### src/rtl/mux_addr_pipe.sv
// mux_addr_pipe: selects one of NUM_IN address channels on each accepted input
// item and forwards it through a two-entry pipe (output register plus skid
// register). Zero addresses can be suppressed and are counted. An item whose
// select is out of range is dropped and raises a sticky error flag.
//
// Ports
//   clk        sole clock, rising edge
//   rst_n      synchronous active-low reset
//   in_data    NUM_IN packed channels, channel k = in_data[k*WIDTH +: WIDTH]
//   in_sel     binary channel select
//   in_valid   upstream item present
//   in_ready   registered; high while the skid register is empty
//   out_data   selected address
//   out_valid  out_data holds an item
//   out_ready  downstream accepts
//   drop_cnt   saturating count of suppressed zero items
//   sel_err    sticky: an accepted item had in_sel >= NUM_IN
module mux_addr_pipe #(
    parameter int WIDTH         = 5,
    parameter int NUM_IN        = 4,
    parameter int SUPPRESS_ZERO = 1,
    localparam int SEL_W        = (NUM_IN > 1) ? $clog2(NUM_IN) : 1
) (
    input  logic                    clk,
    input  logic                    rst_n,
    input  logic [NUM_IN*WIDTH-1:0] in_data,
    input  logic [SEL_W-1:0]        in_sel,
    input  logic                    in_valid,
    output logic                    in_ready,
    output logic [WIDTH-1:0]        out_data,
    output logic                    out_valid,
    input  logic                    out_ready,
    output logic [15:0]             drop_cnt,
    output logic                    sel_err
);

    logic [WIDTH-1:0] out_q, out_d;
    logic             out_valid_q, out_valid_d;
    logic [WIDTH-1:0] skid_q, skid_d;
    logic             skid_valid_q, skid_valid_d;
    logic             in_ready_q, in_ready_d;
    logic [15:0]      drop_cnt_q, drop_cnt_d;
    logic             sel_err_q, sel_err_d;

    logic [WIDTH-1:0] sel_val;
    logic             sel_ok;
    logic             suppress;
    logic             accept;
    logic             fwd;
    logic             xfer;

    // Channel select; an out-of-range select matches no channel and leaves
    // sel_ok low, so non-power-of-two NUM_IN needs no extra compare.
    always_comb begin
        sel_val = '0;
        sel_ok  = 1'b0;
        for (int k = 0; k < NUM_IN; k++) begin
            if (in_sel == SEL_W'(k)) begin
                sel_val = in_data[k*WIDTH +: WIDTH];
                sel_ok  = 1'b1;
            end
        end
    end

    assign suppress = (SUPPRESS_ZERO != 0) && (sel_val == '0);
    assign accept   = in_valid && in_ready_q;
    assign fwd      = accept && sel_ok && !suppress;
    assign xfer     = out_valid_q && out_ready;

    always_comb begin
        out_d        = out_q;
        out_valid_d  = out_valid_q;
        skid_d       = skid_q;
        skid_valid_d = skid_valid_q;
        drop_cnt_d   = drop_cnt_q;
        sel_err_d    = sel_err_q | (accept && !sel_ok);

        if (skid_valid_q) begin
            // in_ready is low here, so no new item can arrive this cycle.
            if (xfer) begin
                out_d        = skid_q;
                out_valid_d  = 1'b1;
                skid_valid_d = 1'b0;
            end
        end else if (out_valid_q && !xfer) begin
            if (fwd) begin
                skid_d       = sel_val;
                skid_valid_d = 1'b1;
            end
        end else begin
            // Output register is empty or draining this cycle.
            if (fwd) begin
                out_d       = sel_val;
                out_valid_d = 1'b1;
            end else begin
                out_valid_d = 1'b0;
            end
        end

        if (accept && sel_ok && suppress && (drop_cnt_q != 16'hFFFF)) begin
            drop_cnt_d = drop_cnt_q + 16'd1;
        end

        in_ready_d = !skid_valid_d;
    end

    always_ff @(posedge clk) begin
        if (!rst_n) begin
            out_q        <= '0;
            out_valid_q  <= 1'b0;
            skid_q       <= '0;
            skid_valid_q <= 1'b0;
            in_ready_q   <= 1'b1;
            drop_cnt_q   <= '0;
            sel_err_q    <= 1'b0;
        end else begin
            out_q        <= out_d;
            out_valid_q  <= out_valid_d;
            skid_q       <= skid_d;
            skid_valid_q <= skid_valid_d;
            in_ready_q   <= in_ready_d;
            drop_cnt_q   <= drop_cnt_d;
            sel_err_q    <= sel_err_d;
        end
    end

    assign in_ready  = in_ready_q;
    assign out_data  = out_q;
    assign out_valid = out_valid_q;
    assign drop_cnt  = drop_cnt_q;
    assign sel_err   = sel_err_q;

endmodule

### config.mk
export PLATFORM = sky130hd
export DESIGN_NAME = mux_addr_pipe
export DESIGN_NICKNAME = d
export VERILOG_FILES = /design/src/rtl/mux_addr_pipe.sv
export SDC_FILE = /design/constraint.sdc
export NUM_CORES = 1
export LEC_CHECK = 0
export BUFFER_PORTS_ARGS = -buffer_cell sky130_fd_sc_hd__buf_2
export CAP_MARGIN = 5
export CORE_UTILIZATION = 40
export DETAILED_ROUTE_END_ITERATION = 10
export PLACE_DENSITY = 0.66
export SLEW_MARGIN = 15
export SYNTH_ARGS = -nofsm -noshare
export SYNTH_HDL_FRONTEND = slang
export SYNTH_SLANG_ARGS = --single-unit
export TNS_END_PERCENT = 1
### constraint.sdc
create_clock -name clk -period 2.5 [get_ports clk]
set_clock_uncertainty 0.15 [all_clocks]
set_input_delay 0.25 -clock clk [delete_from_list [all_inputs] [get_ports clk]]
set_output_delay 0.25 -clock clk [all_outputs]
set_load 0.01 [all_outputs]
==> impl_results.md <==
* Status: completed
* Layout cell share with drive strength beyond 1 at 32.1%
* Largest net degree at the start of global routing at 22
* Crit path DAT at 2.25 ns
* Clk root buf: clkbuf_8
* Setup Buffers After CTS at 0
* Startpoint Class: flop
* Io pins at 50
* Routed WL at 3530 microns
* Hold Crit Class: input pin to flop
* PostCTS Resize Cnt at 0
* Fin Setup TNS at 0 ns
* PD cells at 595 mW/mm^2
* # DRC at 0
* Chip width at 63.6 microns
* Final Cycle Share at 89.0%
* Clock Pin Slew Worst Setup and Hold Paths at 0.07 ns
* Full die area at 0.00404 sq mm
* Count leader, synth: dfxtp_1
* Final hold slack at 0.113 ns
* Avg Inst Size Synth at 9.09 sq um
* Ys flop type: dfxtp_1
* Final max-slew violation count at 0
* Core Area at 0.00366 sq mm
* Critical Path RT at 2.53 ns
* Final number of setup-violating endpoints at 0
* Peak VDD IR at 302 uV
* RSZ-0062 raised after global routing: false
* Router iterations before antenna repair at 4
* Max Cap Viol at 0
* Cell taking the most area after synthesis: dfxtp_1
* DP Wirelength at 2550 microns
* Initial antenna violation count at 0
* Initial DRC count at 82
* CP endpoint kind: flop
* Register area share after synthesis at 39.6%
* WL/cell at 13.0 microns
* Register area at 601 sq um
* Antenna-violating nets left at 0
* Slew Limit Headroom at 58.0%
* Layout area overhead at 29.4%
* Number of enable flip-flop cells after synthesis at 0
* Ranking of synthesized cells by area: dfxtp_1, mux4_2, a21oi_1
* Reg-to-reg startpoint: drop_cnt[4]
* Worst-path fanout max at 15
* Antenna Cells at 0
* Achievable Freq at 450 MHz
* Syn Inst Count at 167
* Number of cell rows at 22
* Crit path from: drop_cnt[4]
* FF-to-FF End: drop_cnt[1]
* Number of vias per cell at 5.54
* Hold Buf Count CTS at 0
* Min-delay src: out_ready
* Yosys cell types at 34
* Final worst path period need at 2.22 ns
* Port bufs at 49
* Die H at 63.6 microns
* R2R Setup Slk at 0.28 ns
* DR vias at 1,508
* Hold Path Sink: in_ready
* Final-layout fill cell count at 368
* Grt ovf at 0
* Clk_lat worst skew at 0.29 ns
* H-tree level count at 2
* Fin cells at 272
* FF-to-FF path depth at 6
* Area of the multi-input gates at 878 sq um
* First-pass GRT wire length at 6110 microns
* Mapped Area at 0.00152 sq mm
* CTS tree: built
* Final hold viol count at 0
* Worst-Margin Slew at 0.629 ns
* CP Class: flop to flop
* Clock sinks at 30
* Lkg Pwr at 0.760 nW
* Worst Hold Path Cells at 3
* Top post-synthesis cells by count: dfxtp_1, a21oi_1, nand2_1
* Syn nets at 194
* Clock buffer depth at 2
* Vias in the first global route at 1,348
* Asr flop ratio synth at 0%
* Gr usage total at 19.8%
* Placed cells at 265
* Synthesized flop and latch total at 30
* Post-layout net count at 251
* Synth top area share at 39.6%
* Starting Density at 41.5%
* Gpl congestion at 0.799
* Number of CTS-inserted buffers at 5
* Ys Warns at 0
==> metrics by stage <==
stage	instance area, sq um	utilization, %	setup WS (ns)	power [mW]
2_1_floorplan	1520	-	0.194	0.619
3_3_place_gp	1850	50.6	0.0944	0.682
3_5_place_dp	1850	50.6	0.0313	0.683
4_1_cts	1960	53.7	0.268	1.18
5_1_grt	1960	53.7	0.101	1.23
6_report	1960	53.7	0.275	1.17
==> sequential cells by signal, indices dropped and copies added (netlist names) <==
register and flops:
sel_err 1, drop_cnt 16, in_ready 1, skid_q 5, skid_valid_q 1, out_data 5
out_valid 1
==> layout by cell type (no fill, tap or decap), types with 2 or more instances in the layout <==
cell / count
a21oi_1: 16
a2bb2oi_1: 4
and2_1: 3
buf_2: 49
buf_4: 7
clkbuf_8: 6
dfxtp_1: 30
inv_1: 3
mux4_2: 5
nand2_1: 14
nand2b_1: 7
nand3_1: 12
nand4_1: 4
nor2_1: 5
o211ai_1: 2
o21ai_0: 12
o311ai_0: 5
o31ai_1: 9
or3_1: 6
or4_1: 9
==> layout make-up <==
| type | instances | share of cell area [%] |
|---|---|---|
| multi-input combinational | 127 | 44.7 |
| tap | 48 | 3.06 |
| clock inverter | 1 | 1.53 |
| clock buffer | 6 | 4.20 |
| sequential | 30 | 30.6 |
| timing repair buffer | 56 | 15.2 |
| inverter | 4 | 0.764 |
==> cell families after synthesis <==
family,count (synthesis),share of synthesized area (%)
muxes,6,8.08
xor gates and xnor gates,1,0.577
DFF,30,39.6
and+or+nand+nor,67,26.2
AOI/OAI and AO/OA,52,22.2
buffers and inverters,10,2.56
adders and majority gates,1,0.824
==> power breakdown <==
part	internal [mW]	switching, mW	leakage, nW
sequential	0.500	0.0174	0.244
clock	0.318	0.178	0.0573
combinational	0.0772	0.0785	0.459
==> how the worst max path moves through the flow <==
stage | depth (start not counted) | to
after detailed placement | 6 | drop_cnt[8]
after CTS | 6 | drop_cnt[1]
after global routing | 6 | drop_cnt[3]
after floorplan | 6 | drop_cnt[13]
final | 6 | drop_cnt[1]
after global placement | 6 | drop_cnt[8]
==> critical path, cell delays in order (launching register included) <==
cell and delay (ns):
dfxtp_1 0.43, nand4_1 0.21, or4_1 0.63, nand4_2 0.28, buf_4 0.19, mux2i_1 0.17
nor2_1 0.05
==> routing by layer <==
layer | vias up | global-route usage (%) | wire, microns
met1 | 697 | 25.4 | 1660
met2 | 43 | 30.3 | 1610
met3 | 6 | 5.62 | 189
met5 | - | 0 | 0
li1 | 762 | - | -
met4 | 0 | 9.38 | 72
Note: power is estimated with default switching activity, not from simulation.
